`config.mk`:
```
export PLATFORM = sky130hd
export DESIGN_NAME = imem_arbiter
export DESIGN_NICKNAME = d
export VERILOG_FILES = /design/src/rtl/imem_pkg.sv /design/src/rtl/imem_lat_counter.sv /design/src/rtl/imem_arbiter.sv
export SDC_FILE = /design/constraint.sdc
export NUM_CORES = 1
export LEC_CHECK = 0
export ABC_AREA = 1
export CAP_MARGIN = 25
export CORE_MARGIN = 4
export CORE_UTILIZATION = 25
export CTS_CLUSTER_SIZE = 20
export DETAILED_ROUTE_END_ITERATION = 10
export PLACE_DENSITY = 0.58
export SYNTH_ARGS = -nofsm -noshare
export SYNTH_HDL_FRONTEND = slang
export SYNTH_SLANG_ARGS = --single-unit
```
`constraint.sdc`:
```
create_clock -name clk -period 1.6 [get_ports clk]
set_input_delay 0.4 -clock clk [delete_from_list [all_inputs] [get_ports clk]]
set_output_delay 0.4 -clock clk [all_outputs]
set_load 0.03 [all_outputs]
```
`src/rtl/imem_pkg.sv`:
```
// Shared types and constants for the instruction-memory arbiter.
`timescale 1ns/1ps
package imem_pkg;
    localparam int MEM_LAT_MAX = 8;
    localparam int CNT_W       = 4;

    typedef enum logic {OWN_F = 1'b0, OWN_L = 1'b1} owner_e;
    typedef enum logic {S_IDLE = 1'b0, S_BUSY = 1'b1} state_e;
endpackage

```
`src/rtl/imem_lat_counter.sv`:
```
// Loadable down-counter with zero flag; counts the memory latency of the outstanding access.
`timescale 1ns/1ps
module lat_counter
    import imem_pkg::*;
(
    input  logic             clk,
    input  logic             rst,
    input  logic             load_i,
    input  logic [CNT_W-1:0] load_val_i,
    input  logic             dec_i,
    output logic             zero_o
);
    logic [CNT_W-1:0] cnt_q, cnt_d;

    always_comb begin
        cnt_d = cnt_q;
        if (load_i) begin
            cnt_d = load_val_i;
        end else if (dec_i && (cnt_q != '0)) begin
            cnt_d = cnt_q - 1'b1;
        end
    end

    always_ff @(posedge clk or negedge rst) begin
        if (!rst) begin
            cnt_q <= '0;
        end else begin
            cnt_q <= cnt_d;
        end
    end

    assign zero_o = (cnt_q == '0);
endmodule

```
`src/rtl/imem_arbiter.sv`:
```
// Serialises fetch and loader accesses onto the single-port instruction memory.
// Define IMEM_ARB_RR_EN for round-robin arbitration; default is loader-over-fetch priority.
`timescale 1ns/1ps
module imem_arbiter
    import imem_pkg::*;
#(
    parameter int MEM_LAT = 1,
    parameter int AW      = 32
) (
    input  logic          clk,
    input  logic          rst,
    input  logic          f_req,
    input  logic [AW-1:0] f_addr,
    input  logic          f_flush,
    output logic          f_gnt,
    output logic          f_rvalid,
    output logic [31:0]   f_rdata,
    input  logic          l_req,
    input  logic          l_we,
    input  logic [AW-1:0] l_addr,
    input  logic [31:0]   l_wdata,
    output logic          l_gnt,
    output logic          l_done,
    output logic [31:0]   l_rdata,
    output logic          m_en,
    output logic          m_we,
    output logic [AW-1:0] m_addr,
    output logic [31:0]   m_wdata,
    input  logic [31:0]   m_rdata
);
    state_e        state_q, state_d;
    owner_e        own_q, own_d;
    logic          kill_q, kill_d;
    logic          f_gnt_q, f_gnt_d;
    logic          f_rvalid_q, f_rvalid_d;
    logic [31:0]   f_rdata_q, f_rdata_d;
    logic          l_gnt_q, l_gnt_d;
    logic          l_done_q, l_done_d;
    logic [31:0]   l_rdata_q, l_rdata_d;
    logic          m_en_q, m_en_d;
    logic          m_we_q, m_we_d;
    logic [AW-1:0] m_addr_q, m_addr_d;
    logic [31:0]   m_wdata_q, m_wdata_d;
    logic          cnt_load, cnt_dec, cnt_zero;
    owner_e        win;
`ifdef IMEM_ARB_RR_EN
    owner_e        ptr_q, ptr_d;
`endif

    lat_counter u_cnt (
        .clk        (clk),
        .rst        (rst),
        .load_i     (cnt_load),
        .load_val_i (CNT_W'(MEM_LAT)),
        .dec_i      (cnt_dec),
        .zero_o     (cnt_zero)
    );

    always_comb begin
        win = OWN_F;
`ifdef IMEM_ARB_RR_EN
        // Pointer holds the last granted requester; on contention the other one wins.
        if (l_req && f_req) begin
            win = (ptr_q == OWN_L) ? OWN_F : OWN_L;
        end else if (l_req) begin
            win = OWN_L;
        end
`else
        if (l_req) begin
            win = OWN_L;
        end
`endif
    end

    always_comb begin
        state_d    = state_q;
        own_d      = own_q;
        kill_d     = kill_q;
        f_gnt_d    = 1'b0;
        f_rvalid_d = 1'b0;
        f_rdata_d  = f_rdata_q;
        l_gnt_d    = 1'b0;
        l_done_d   = 1'b0;
        l_rdata_d  = l_rdata_q;
        m_en_d     = 1'b0;
        m_we_d     = m_we_q;
        m_addr_d   = m_addr_q;
        m_wdata_d  = m_wdata_q;
        cnt_load   = 1'b0;
        cnt_dec    = 1'b0;
`ifdef IMEM_ARB_RR_EN
        ptr_d      = ptr_q;
`endif
        case (state_q)
            S_IDLE: begin
                kill_d = 1'b0;
                if (f_req || l_req) begin
                    state_d  = S_BUSY;
                    own_d    = win;
                    cnt_load = 1'b1;
                    m_en_d   = 1'b1;
`ifdef IMEM_ARB_RR_EN
                    ptr_d    = win;
`endif
                    if (win == OWN_L) begin
                        m_we_d    = l_we;
                        m_addr_d  = l_addr;
                        m_wdata_d = l_wdata;
                        l_gnt_d   = 1'b1;
                    end else begin
                        m_we_d    = 1'b0;
                        m_addr_d  = f_addr;
                        m_wdata_d = '0;
                        f_gnt_d   = 1'b1;
                    end
                end
            end
            S_BUSY: begin
                if ((own_q == OWN_F) && f_flush) begin
                    kill_d = 1'b1;
                end
                if (cnt_zero) begin
                    state_d = S_IDLE;
                    kill_d  = 1'b0;
                    if (own_q == OWN_L) begin
                        l_done_d  = 1'b1;
                        l_rdata_d = m_we_q ? 32'h0 : m_rdata;
                    end else if (!(kill_q || f_flush)) begin
                        // A flush in the completion cycle itself also discards the word.
                        f_rvalid_d = 1'b1;
                        f_rdata_d  = m_rdata;
                    end
                end else begin
                    cnt_dec = 1'b1;
                end
            end
            default: state_d = S_IDLE;
        endcase
    end

    always_ff @(posedge clk or negedge rst) begin
        if (!rst) begin
            state_q    <= S_IDLE;
            own_q      <= OWN_F;
            kill_q     <= 1'b0;
            f_gnt_q    <= 1'b0;
            f_rvalid_q <= 1'b0;
            f_rdata_q  <= '0;
            l_gnt_q    <= 1'b0;
            l_done_q   <= 1'b0;
            l_rdata_q  <= '0;
            m_en_q     <= 1'b0;
            m_we_q     <= 1'b0;
            m_addr_q   <= '0;
            m_wdata_q  <= '0;
`ifdef IMEM_ARB_RR_EN
            ptr_q      <= OWN_F;
`endif
        end else begin
            state_q    <= state_d;
            own_q      <= own_d;
            kill_q     <= kill_d;
            f_gnt_q    <= f_gnt_d;
            f_rvalid_q <= f_rvalid_d;
            f_rdata_q  <= f_rdata_d;
            l_gnt_q    <= l_gnt_d;
            l_done_q   <= l_done_d;
            l_rdata_q  <= l_rdata_d;
            m_en_q     <= m_en_d;
            m_we_q     <= m_we_d;
            m_addr_q   <= m_addr_d;
            m_wdata_q  <= m_wdata_d;
`ifdef IMEM_ARB_RR_EN
            ptr_q      <= ptr_d;
`endif
        end
    end

    assign f_gnt    = f_gnt_q;
    assign f_rvalid = f_rvalid_q;
    assign f_rdata  = f_rdata_q;
    assign l_gnt    = l_gnt_q;
    assign l_done   = l_done_q;
    assign l_rdata  = l_rdata_q;
    assign m_en     = m_en_q;
    assign m_we     = m_we_q;
    assign m_addr   = m_addr_q;
    assign m_wdata  = m_wdata_q;
endmodule

```
==> impl_metrics.csv <==
group,metric,value,unit
synth,synth_adder_area_share,0.216,%
finish,antenna_cells,0,
setup_path,cp_max_fo,2,
sta,fin_crit_sh,97.0,%
synth,ys_seq_elements,141,
die,start_util,25.5,%
grt,antenna_found_initial,0,
synth,synth_compound_area_share,16.5,%
die,rows,55,
drt,wirelength,18200,um
synth,synth-simple-area-share,15.2,%
setup_path,arrival,1.15,ns
synth,yosys_warnings,0,
setup_path,path_cells,"dlygate4sd2_1",
synth,avgSynthCellArea,9.48,sq um
drt,routed_via_density,4.34,
sta,setup_viol,0,
sta,slew_headroom,74.1,%
finish,fin_cells,1176,
synth,synth_top_family_by_area,"compound AO/OA/AOI/OAI gates",
place,hpwl,13200,um
setup_path,critPathBufInv,1,
setup_path,critPathSlowestCell,"dlygate4sd2_1",
setup_path,path_delay_family,"buffers and inverters",
clock_tree,cts_root_buffer,"clkbuf_16",
synth,yosysUniqueCellTypes,23,
synth,synth_ff_type,"dfrtp_1",
sta,slew_viol_final,0,
setup_path,end_kind,"output port",
synth,synthDominantCellAreaShare,60.9,%
drt,dr.pass1.iters,4,
synth,synthArstFlopShare,100,%
synth,syn_inst,611,
die,core_area,22700,sq um
flow_run,maxCapViolCount,0,
die,die_area,25700,sq um
place,place_inst,1143,
grt,overflow,0,
synth,ys_seq_area_share,60.9,%
grt,grt_pass1_wl,28500,um
clock_tree,cts_sinks,141,
hold_path,min_path_type,"in -> async",
setup_path,crit_required,1.20,ns
clock_tree,cts_buffer_depth,2,
place,port_buffers,267,
place,dpl_cell_area,8820,sq um
clock_tree,cts_buffers,17,
synth,synth.most_common_cell,"nand2_1",
power_and_ir_drop,power,0.0190,W
sta,worst_pin_slew,0.389,ns
drt,first_iter_violations,271,
synth,synth.top_cells.by_count,"nand2_1 (197), dfrtp_1 (141), o21ai_0 (94)",
grt,grt_start_max_net_pins,66,
finish,syn_to_final_growth,58.1,%
sta,worst_slack,0.0479,ns
clock_tree,htreeDepth,4,
drt,drtAntennaViolNets,0,
grt,grt_use_total,13.9,%
clock_tree,cts_tree,"yes",
finish,nets,1013,
synth,synth-edff-count,0,
power_and_ir_drop,power_density,2070,nW/um^2
synth,syn_nets,746,
sta,hold_viol,0,
sta,fmax,644,MHz
sta,fin_skew,0.00703,ns
setup_path,max_stage_delay,0.41,ns
synth,syn-cell-area,5790,sq um
drt,route.detailed.drc,0,
power_and_ir_drop,ir_drop,0.920,mV
finish,fin_area,9160,sq um
sta,rsz0062_at_grt,"true",
place,place_congestion,0.739,
clock_tree,path_clk_slew,0.06,ns
sta,tns,0,ns
sta,period_needed,1.55,ns
setup_path,critPathKind,"reg -> out",
drt,vias,5099,
drt,wl_per_cell,15.4,um
place,post-place-ws,-0.0725,ns
die,ioPinCount,268,
die,die_y,160,um
setup_path,startpoint_type,"register",
run_status,outcome,"completed",
grt,grt_pass1_vias,5139,
die,die_w,160,um
synth,synth_area_leaders,"dfrtp_1 (61%), nand2_1 (13%), o21ai_0 (8.1%)",
synth,synth_mux_area_share,0,%
power_and_ir_drop,power_leakage,4.46,nW
synth,yosysTopAreaCell,"dfrtp_1",
finish,drive_gt1_share,15.2,%
synth,synth_xor_xnor_area_share,0,%
clock_tree,clk-insertion-delay-late,0.41,ns
==> registers in the layout, summed over array words and instances (netlist names), 4 cells and up <==
signal / flops
f_rdata: 32
l_rdata: 32
m_addr: 32
m_wdata: 32
u_cnt.cnt_q: 4
==> worst paths after layout <==
kind,start,end,slack (ns),depth (start not counted)
worst max-delay path,f_rdata[12],f_rdata[12],0.05,1
worst min-delay path,rst,l_rdata[3],0.43,2
worst max register to register,u_cnt.cnt_q[0],f_rdata[4],0.10,6
worst min register to register,m_addr[17],m_addr[17],0.48,2
max in group asynchronous,rst,l_rdata[13],0.59,3
min in group clk,l_req,own_q,0.44,3
==> placed cells by master (no fill, tap or decap), types with 2 or more instances in the layout <==
master           instances
nand2_1                197
dfrtp_1                141
clkdlybuf4s50_1        131
o21ai_0                 91
clkdlybuf4s15_1         61
clkbuf_2                54
o21ai_1                 40
inv_1                   39
a22o_1                  32
clkbuf_16               17
buf_4                   12
clkdlybuf4s15_2         10
nand2_2                  9
dlygate4sd2_1            9
buf_12                   8
nand3_1                  6
nor2_1                   5
inv_2                    3
clkinv_4                 3
clkinv_2                 3
inv_6                    3
bufinv_16                2
inv_8                    2
==> layout make-up <==
cell class | instances | area [sq um]
fill | 2301 | 13600
sequential | 141 | 3530
clock buffer | 18 | 439
tap | 285 | 357
clock inverter | 14 | 158
multi-input combinational | 388 | 1860
inverter | 42 | 158
timing repair buffer | 288 | 2660
==> timing repair <==
item / CTS / global route
hold endpoints to repair: 20 / 0
endpoints found under the setup margin: 134 / 111
gates cloned: 0 / 0
resized for setup: 218 / 109
hold buffers: 1 / 0
setup buffers: 0 / 0
==> cells by family (layout without fill, tap and decap cells) <==
kind of cell	after synthesis	count (layout)
AOI/OAI and AO/OA	166	166
adders and majority gates	1	1
buffers and inverters	82	362
DFF	141	141
and+or+nand+nor	221	221
==> per-layer routing <==
metal	share of wire (%)	wire length, um	vias up	GRT usage (%)
met5	0	0	-	0
li1	-	-	2518	-
met2	42	7700	233	20.8
met3	11	1960	16	5.65
met1	45	8260	2332	18.5
met4	1.3	240	0	4.54
==> metrics by stage <==
step,hold WS (ns),util (%)
floorplan,0.104,-
global placement,0.298,38.8
detailed placement,0.297,38.8
CTS,0.420,41.2
global route,0.439,40.3
finish,0.425,40.3
==> power breakdown <==
group / internal, W / total [W] / switching (W)
Clock: 0.00237 / 0.00402 / 0.00165
Combinational: 0.00297 / 0.00882 / 0.00585
Sequential: 0.00519 / 0.00612 / 0.000933
Total: 0.0105 / 0.0190 / 0.00843
Note: power is estimated with default switching activity, not from simulation.
